<file path="src/rtl/trng_pkg.sv">
// Purpose : shared types and constants for the TRNG sharing arbiter.
// Latency : n/a (declarations only).
// Backpressure: n/a (declarations only).
package trng_pkg;

    localparam int TRNG_WORDS   = 8;     // 256-bit result / 32-bit words
    localparam int TRNG_ADDR_W  = 3;     // core read address width
    localparam int TRNG_TIMEOUT = 1023;  // default abort limit for the wait states
    localparam int TMO_W        = 10;    // timeout counter width

    typedef enum logic [2:0] {
        ST_IDLE     = 3'd0,
        ST_KICK     = 3'd1,
        ST_WAIT_LO  = 3'd2,
        ST_WAIT_HI  = 3'd3,
        ST_RD_ISSUE = 3'd4,
        ST_RD_CAP   = 3'd5,
        ST_HOLD     = 3'd6,
        ST_DONE     = 3'd7
    } state_t;

endpackage

</file>
<file path="src/rtl/trng_arbiter_if.sv">
// Purpose : requester-side and core-side signal bundle of the TRNG arbiter.
// Latency : n/a (wires only).
// Backpressure: word_valid/word_ready on the requester side; trng_rdy gates the core side.
// master = arbiter view, slave = requesters + TRNG core view.
interface trng_arbiter_if #(
    parameter int NREQ = 4
);
    import trng_pkg::*;

    logic [NREQ-1:0]        req;         // per-requester request level
    logic [NREQ-1:0]        gnt;         // one-hot grant
    logic [31:0]            word_data;   // delivered word
    logic [TRNG_ADDR_W-1:0] word_idx;    // index of word_data
    logic                   word_valid;  // word_data/word_idx valid
    logic                   word_ready;  // granted consumer accepts word
    logic [NREQ-1:0]        done;        // end-of-operation pulse
    logic                   err;         // timeout abort pulse, with done
    logic                   trng_en;     // core start pulse
    logic                   trng_rd_en;  // core read strobe
    logic [TRNG_ADDR_W-1:0] trng_addr;   // core read address
    logic [31:0]            trng_out;    // core read data, one cycle after strobe
    logic                   trng_rdy;    // core idle with result valid

    modport master (
        input  req, word_ready, trng_out, trng_rdy,
        output gnt, word_data, word_idx, word_valid, done, err,
               trng_en, trng_rd_en, trng_addr
    );

    modport slave (
        output req, word_ready, trng_out, trng_rdy,
        input  gnt, word_data, word_idx, word_valid, done, err,
               trng_en, trng_rd_en, trng_addr
    );

endinterface

</file>
<file path="src/rtl/trng_arbiter_rr_arbiter.sv">
// Purpose : round-robin one-hot pick from req, starting at an internal pointer.
// Latency : pick is combinational; pointer updates one cycle after adv.
// Backpressure: none; caller decides when to consume the pick and when to advance.
// Ports: clk/rst_n, req (levels), adv + adv_idx (move pointer past adv_idx),
//        pick (one-hot, zero when no req), pick_idx (binary of pick).
module rr_arbiter #(
    parameter int NREQ = 4
) (
    input  logic            clk,
    input  logic            rst_n,
    input  logic [NREQ-1:0] req,
    input  logic            adv,
    input  logic [2:0]      adv_idx,
    output logic [NREQ-1:0] pick,
    output logic [2:0]      pick_idx
);

    logic [2:0] ptr;
    logic       found;

    // Two passes: first the bits at or above the pointer, then wrap to the
    // bits below it. The second pass only fires if the first found nothing.
    always_comb begin
        pick     = '0;
        pick_idx = '0;
        found    = 1'b0;
        for (int i = 0; i < NREQ; i++) begin
            if (!found && req[i] && (3'(i) >= ptr)) begin
                found    = 1'b1;
                pick[i]  = 1'b1;
                pick_idx = 3'(i);
            end
        end
        for (int i = 0; i < NREQ; i++) begin
            if (!found && req[i]) begin
                found    = 1'b1;
                pick[i]  = 1'b1;
                pick_idx = 3'(i);
            end
        end
    end

    always_ff @(posedge clk or negedge rst_n) begin
        if (!rst_n) begin
            ptr <= '0;
        end else if (adv) begin
            ptr <= (adv_idx >= 3'(NREQ - 1)) ? 3'd0 : adv_idx + 3'd1;
        end
    end

endmodule

</file>
<file path="src/rtl/trng_arbiter.sv">
// Purpose : share one 256-bit TRNG core among NREQ requesters, round-robin.
// Latency : grant->kick 1 cycle; per word min 3 cycles (issue, capture, transfer).
// Backpressure: word_ready low holds the word and stalls further core reads.
// Ports: clk, rst_n (async active-low), bus (trng_arbiter_if.master):
//        requester side req/gnt/word_*/done/err, core side trng_*.
module trng_arbiter
    import trng_pkg::*;
#(
    parameter int NREQ    = 4,
    parameter int WORDS   = TRNG_WORDS,
    parameter int TIMEOUT = TRNG_TIMEOUT
) (
    input  logic           clk,
    input  logic           rst_n,
    trng_arbiter_if.master bus
);

    localparam logic [TRNG_ADDR_W-1:0] LAST_WORD = TRNG_ADDR_W'(WORDS - 1);
    localparam logic [TMO_W-1:0]       TMO_LAST  = TMO_W'(TIMEOUT - 1);

    state_t                 state;
    logic [2:0]             gidx;
    logic [TRNG_ADDR_W-1:0] cnt;
    logic [TMO_W-1:0]       tmo;
    logic [NREQ-1:0]        pick;
    logic [2:0]             pick_idx;
    logic                   adv;
    logic                   req_g;

    // gnt is one-hot and frozen for the whole run, so masking gives req[granted].
    assign req_g = |(bus.req & bus.gnt);
    assign adv   = (state == ST_DONE);

    rr_arbiter #(.NREQ(NREQ)) u_rr (
        .clk      (clk),
        .rst_n    (rst_n),
        .req      (bus.req),
        .adv      (adv),
        .adv_idx  (gidx),
        .pick     (pick),
        .pick_idx (pick_idx)
    );

    always_ff @(posedge clk or negedge rst_n) begin
        if (!rst_n) begin
            state          <= ST_IDLE;
            gidx           <= '0;
            cnt            <= '0;
            tmo            <= '0;
            bus.gnt        <= '0;
            bus.word_data  <= '0;
            bus.word_idx   <= '0;
            bus.word_valid <= 1'b0;
            bus.done       <= '0;
            bus.err        <= 1'b0;
            bus.trng_en    <= 1'b0;
            bus.trng_rd_en <= 1'b0;
            bus.trng_addr  <= '0;
        end else begin
            // Strobes and pulses default low; states below raise them for one cycle.
            bus.trng_en    <= 1'b0;
            bus.trng_rd_en <= 1'b0;
            bus.done       <= '0;
            bus.err        <= 1'b0;

            case (state)
                ST_IDLE: begin
                    if (|bus.req && bus.trng_rdy) begin
                        bus.gnt     <= pick;
                        gidx        <= pick_idx;
                        bus.trng_en <= 1'b1;
                        state       <= ST_KICK;
                    end
                end

                ST_KICK: begin
                    tmo   <= '0;
                    state <= ST_WAIT_LO;
                end

                ST_WAIT_LO: begin
                    if (!bus.trng_rdy) begin
                        tmo   <= '0;
                        state <= ST_WAIT_HI;
                    end else if (tmo == TMO_LAST) begin
                        bus.done <= bus.gnt;
                        bus.err  <= 1'b1;
                        state    <= ST_DONE;
                    end else begin
                        tmo <= tmo + 1'b1;
                    end
                end

                ST_WAIT_HI: begin
                    if (bus.trng_rdy) begin
                        cnt            <= '0;
                        bus.trng_rd_en <= 1'b1;
                        bus.trng_addr  <= '0;
                        state          <= ST_RD_ISSUE;
                    end else if (tmo == TMO_LAST) begin
                        bus.done <= bus.gnt;
                        bus.err  <= 1'b1;
                        state    <= ST_DONE;
                    end else begin
                        tmo <= tmo + 1'b1;
                    end
                end

                ST_RD_ISSUE: begin
                    state <= ST_RD_CAP;
                end

                ST_RD_CAP: begin
                    bus.word_data <= bus.trng_out;
                    bus.word_idx  <= cnt;
                    if (req_g) begin
                        bus.word_valid <= 1'b1;
                        state          <= ST_HOLD;
                    end else if (cnt == LAST_WORD) begin
                        // Requester gone: discard and keep draining the core.
                        bus.done <= bus.gnt;
                        state    <= ST_DONE;
                    end else begin
                        cnt            <= cnt + 1'b1;
                        bus.trng_addr  <= cnt + 1'b1;
                        bus.trng_rd_en <= 1'b1;
                        state          <= ST_RD_ISSUE;
                    end
                end

                ST_HOLD: begin
                    // A dropped request counts as acceptance so the run still ends.
                    if (bus.word_ready || !req_g) begin
                        bus.word_valid <= 1'b0;
                        if (cnt == LAST_WORD) begin
                            bus.done <= bus.gnt;
                            state    <= ST_DONE;
                        end else begin
                            cnt            <= cnt + 1'b1;
                            bus.trng_addr  <= cnt + 1'b1;
                            bus.trng_rd_en <= 1'b1;
                            state          <= ST_RD_ISSUE;
                        end
                    end
                end

                ST_DONE: begin
                    bus.gnt <= '0;
                    state   <= ST_IDLE;
                end

                default: state <= ST_IDLE;
            endcase
        end
    end

endmodule

</file>
<file path="src/flat_wrapper.sv">
// flat-port wrapper written by rule: the top's interface ports become plain ports
module trng_arbiter_flat import trng_pkg::*;
#(
    parameter int NREQ    = 4,
    parameter int WORDS   = TRNG_WORDS,
    parameter int TIMEOUT = TRNG_TIMEOUT
)
  (clk, rst_n, bus_req, bus_word_ready, bus_trng_out, bus_trng_rdy, bus_gnt, bus_word_data, bus_word_idx, bus_word_valid, bus_done, bus_err, bus_trng_en, bus_trng_rd_en, bus_trng_addr);
  trng_arbiter_if #(.NREQ(NREQ)) bus_i ();
  input  logic clk;
  input  logic rst_n;
  input wire logic [$bits(bus_i.req)-1:0] bus_req;
  input wire logic [$bits(bus_i.word_ready)-1:0] bus_word_ready;
  input wire logic [$bits(bus_i.trng_out)-1:0] bus_trng_out;
  input wire logic [$bits(bus_i.trng_rdy)-1:0] bus_trng_rdy;
  output wire logic [$bits(bus_i.gnt)-1:0] bus_gnt;
  output wire logic [$bits(bus_i.word_data)-1:0] bus_word_data;
  output wire logic [$bits(bus_i.word_idx)-1:0] bus_word_idx;
  output wire logic [$bits(bus_i.word_valid)-1:0] bus_word_valid;
  output wire logic [$bits(bus_i.done)-1:0] bus_done;
  output wire logic [$bits(bus_i.err)-1:0] bus_err;
  output wire logic [$bits(bus_i.trng_en)-1:0] bus_trng_en;
  output wire logic [$bits(bus_i.trng_rd_en)-1:0] bus_trng_rd_en;
  output wire logic [$bits(bus_i.trng_addr)-1:0] bus_trng_addr;
  assign bus_i.req = bus_req;
  assign bus_i.word_ready = bus_word_ready;
  assign bus_i.trng_out = bus_trng_out;
  assign bus_i.trng_rdy = bus_trng_rdy;
  assign bus_gnt = bus_i.gnt;
  assign bus_word_data = bus_i.word_data;
  assign bus_word_idx = bus_i.word_idx;
  assign bus_word_valid = bus_i.word_valid;
  assign bus_done = bus_i.done;
  assign bus_err = bus_i.err;
  assign bus_trng_en = bus_i.trng_en;
  assign bus_trng_rd_en = bus_i.trng_rd_en;
  assign bus_trng_addr = bus_i.trng_addr;
  trng_arbiter #(.NREQ(NREQ), .WORDS(WORDS), .TIMEOUT(TIMEOUT)) u_core (.clk(clk), .rst_n(rst_n), .bus(bus_i));
endmodule
</file>
<file path="config.mk">
export PLATFORM = sky130hd
export DESIGN_NAME = trng_arbiter_flat
export DESIGN_NICKNAME = d
export VERILOG_FILES = /design/src/rtl/trng_pkg.sv /design/src/rtl/trng_arbiter_if.sv /design/src/rtl/trng_arbiter_rr_arbiter.sv /design/src/rtl/trng_arbiter.sv /design/src/flat_wrapper.sv
export SDC_FILE = /design/constraint.sdc
export NUM_CORES = 1
export LEC_CHECK = 0
export CORE_MARGIN = 3
export CORE_UTILIZATION = 53
export CTS_BUF_LIST = sky130_fd_sc_hd__clkbuf_8
export CTS_CLUSTER_SIZE = 28
export DETAILED_ROUTE_END_ITERATION = 10
export PLACE_DENSITY = 0.93
export SLEW_MARGIN = 10
export SYNTH_ARGS = -nofsm -noshare
export SYNTH_HDL_FRONTEND = slang
export SYNTH_SLANG_ARGS = --single-unit
</file>
<file path="constraint.sdc">
create_clock -name clk -period 5.35 [get_ports clk]
set_clock_uncertainty 0.15 [all_clocks]
set_input_delay 1.605 -clock clk [delete_from_list [all_inputs] [get_ports clk]]
set_output_delay 1.605 -clock clk [all_outputs]
set_load 0.02 [all_outputs]
</file>
==> run_results.csv <==
group,metric,value,unit
run_status,status,"finished, final reports clean",
clock_tree,ctsResizeCount,0,
setup_path,crit_start,"bus_req[3]",
floorplanning,rows,27,
cells_and_area,antenna_cells,0,
setup_path,worstPathCellList,"clkdlybuf4s50_1, a22oi_1, a21oi_1, nor4_2, mux2i_1",
sta,slew_viol_final,0,
synth,synthFlopType,"dfrtp_1",
synth,synth_area_leaders,"dfrtp_1 (53%), nand2_1 (15%), a21oi_1 (2.1%)",
pwr,p_leak,1.94,nW
setup_path,arrival,3.69,ns
detailed_routing,drtIter0Drc,192,
sta,period_needed,3.57,ns
setup_path,worst-path-buf-inv,1,
floorplanning,die_x,83.2,um
cells_and_area,syn_to_final_growth,33.2,%
setup_path,end_kind,"register",
synth,synth_cell_types,49,
pwr,power,2.40,mW
detailed_routing,drc,0,
synth,ys.warnings.count,0,
detailed_routing,wl_per_cell,16.9,um
synth,syn-num-nets,397,
clock_tree,cts_max_path_buffers,2,
cells_and_area,fin_nets,478,
clock_tree,cts_tree,"done",
detailed_routing,finalWirelength,8560,um
clock_tree,worstSkewPairLatency,0.35,ns
clock_tree,cts_setup_buffers,0,
detailed_routing,avgViaCountPerCell,5.81,
synth,netlist_area,3160,um^2
detailed_routing,drtPass1Iterations,5,
synth,synth.avg_cell_area,8.98,um^2
detailed_routing,vias,2951,
synth,ys_seq_elements,67,
worst_hold_path,min-delay-path-class,"reg -> reg",
floorplanning,start_util,0.560,
cells_and_area,fillers,380,
sta,rsz0062_at_grt,"no",
detailed_routing,ant_nets,0,
setup_path,cp_max_fo,10,
placed_design,place_congestion,0.854,
pwr,pwr-share-clk,0.153,
floorplanning,die_area,6930,um^2
sta,finalHoldViolCount,0,
synth,synth_top_area_cell,"dfrtp_1",
floorplanning,die_h,83.2,um
pwr,intPower,1.39,mW
setup_path,path_class,"in -> reg",
synth,ys_top_cells_by_count,"nand2_1 (123), dfrtp_1 (67), clkbuf_1 (17)",
grt,grt_max_degree,38,
sta,final.period_utilization,0.668,
pwr,switching_share,0.423,
cells_and_area,regArea,1680,um^2
clock_tree,clock-sinks,67,
synth,netlist.area_leader.share,0.530,
pwr,peakVddDrop,0.296,mV
setup_path,startpoint_type,"input pin",
setup_path,worst_path_max_delay_cell,"clkdlybuf4s50_1",
setup_path,cp.depth,5,
setup_path,required,5.47,ns
grt,track_usage,0.259,
grt,first_global_vias,3039,
pwr,p_comb_frac,0.479,
setup_path,cp-endpoint,"u_core.cnt[1]",
clock_tree,cts-root-buf,"clkbuf_8",
synth,synth_edf_count,0,
cells_and_area,multi_input_area,1330,um^2
setup_path,r2r-end,"u_core.state[1]",
floorplanning,coreArea,5640,um^2
synth,yosysMostFrequentCell,"nand2_1",
synth,synth_seq_area_share,0.530,
setup_path,r2r_setup_slack,2.40,ns
pwr,power_density,571,nW/um^2
job,drv_cap,0,
setup_path,slowest_delay,0.61,ns
clock_tree,clkTransAtPathRegs,0.07,ns
sta,slew_headroom,0.245,
placed_design,io_buffers,89,
clock_tree,cts_hold_buf,0,
clock_tree,cts_buffers,9,
worst_hold_path,min_from,"u_core.bus.word_data[19]",
pwr,seqPwrFrac,0.368,
cells_and_area,drive_gt1_frac,0.0482,
synth,synth_cells,352,
sta,setup_tns,0,ns
setup_path,path_delay_family,"compound AO/OA/AOI/OAI gates",
setup_path,ff2ff_path_depth,5,
grt,antenna_found_initial,0,
pwr,power.switching,1.02,mW
setup_path,reg2reg_from,"u_core.state[1]",
clock_tree,h-tree-depth,3,
grt,overflow,0,
sta,clock.fmax,0.280,GHz
grt,grt_pass1_wl,14200,um
floorplanning,ios,90,
synth,ys_async_sr_fraction,1.00,
sta,worstMarginPinSlew,1.12,ns
placed_design,dpl.hpwl,5750,um
sta,setup_viol,0,
[logic make-up (layout without fill, tap and decap cells)]
kind of cell,count (synthesis),count (layout),share of synthesized area
and+or+nand+nor,176,176,0.244
buffers and inverters,33,117,0.0487
muxes,5,5,0.0162
xor gates and xnor gates,1,1,0.00277
DFF,67,67,0.530
adders and majority gates,5,5,0.0198
AOI/OAI and AO/OA,65,65,0.138
[cell usage in the layout, fill, tap and decap left out, types with 3 or more instances in the layout]
master / Yosys / routed
a21oi_1: 13 / 13
a31oi_1: 5 / 5
and2_1: 4 / 4
clkbuf_8: 0 / 11
clkdlybuf4s50_1: 0 / 88
dfrtp_1: 67 / 67
ha_1: 5 / 5
inv_1: 11 / 12
mux2i_1: 4 / 4
nand2_1: 123 / 123
nand3_1: 11 / 11
nor2_1: 9 / 9
nor2b_1: 4 / 4
nor3_1: 6 / 6
o21a_1: 3 / 3
o21ai_0: 12 / 12
o31ai_1: 6 / 6
or4_1: 4 / 4
[through the flow]
| step | setup slack (ns) | hold slack (ns) | instances | area (um^2) | util |
|---|---|---|---|---|---|
| final | 1.78 | 0.327 | 508 | 4210 | 0.746 |
| after CTS | 1.79 | 0.328 | 508 | 4210 | 0.746 |
| after detailed placement | 1.45 | 0.311 | 494 | 4040 | 0.717 |
| after floorplan | 2.18 | 0.304 | 352 | 3160 | - |
| after global placement | 1.66 | 0.307 | 494 | 4040 | 0.717 |
| after global routing | 1.61 | 0.355 | 508 | 4210 | 0.746 |
[power by group through the flow]
stage | Combinational (mW) | Clock, mW | Sequential [mW]
after floorplan | 0.520 | 0 | 1.02
after global placement | 1.09 | 0 | 0.871
after detailed placement | 1.14 | 0 | 0.885
after CTS | 1.16 | 0.372 | 0.881
after global routing | 1.25 | 0.400 | 0.910
final | 1.15 | 0.367 | 0.885
[worst min-delay path by stage]
stage | slack [ns] | cells past startpoint | end
2_1_floorplan | 0.30 | 2 | u_core.gidx[1]
3_3_place_gp | 0.31 | 2 | u_core.bus.word_data[3]
3_5_place_dp | 0.31 | 2 | u_core.bus.word_data[19]
4_1_cts | 0.33 | 2 | u_core.bus.word_data[10]
5_1_grt | 0.36 | 2 | u_core.bus.word_data[31]
6_report | 0.33 | 2 | u_core.bus.word_data[19]
[area by class of cell]
type / instances / share of cell area
sequential: 67 / 0.398
clock inverter: 3 / 0.00386
tap: 72 / 0.0214
timing repair buffer: 91 / 0.214
multi-input combinational: 252 / 0.316
inverter: 12 / 0.0107
clock buffer: 11 / 0.0360
[flip-flops by register name (all words and copies together) (netlist names)]
| name | count |
|---|---|
| u_core.bus.trng_rd_en | 1 |
| u_core.bus.trng_en | 1 |
| u_core.tmo | 10 |
| u_core.bus.done | 4 |
| u_core.cnt | 3 |
| u_core.gidx | 2 |
| u_core.bus.word_valid | 1 |
| u_core.state | 3 |
| u_core.bus.err | 1 |
| u_core.bus.gnt | 4 |
| u_core.u_rr.ptr | 2 |
| u_core.bus.word_data | 32 |
| u_core.bus.word_idx | 3 |
[worst register-to-register path: stages, from the launching register on]
cell and delay (ns):
dfrtp_1 0.61, nand3b_1 0.17, buf_4 0.36, clkinv_1 0.88, o21ai_0 0.54, nand2_1 0.10
[per-layer routing]
metal	vias to the layer above	global-route usage	share of wire
met2	142	0.453	0.51
met5	-	0	0
met1	1414	0.272	0.37
met4	0	0.147	0.040
met3	37	0.0813	0.078
li1	1358	-	-
(Power assumes the default switching activity.)
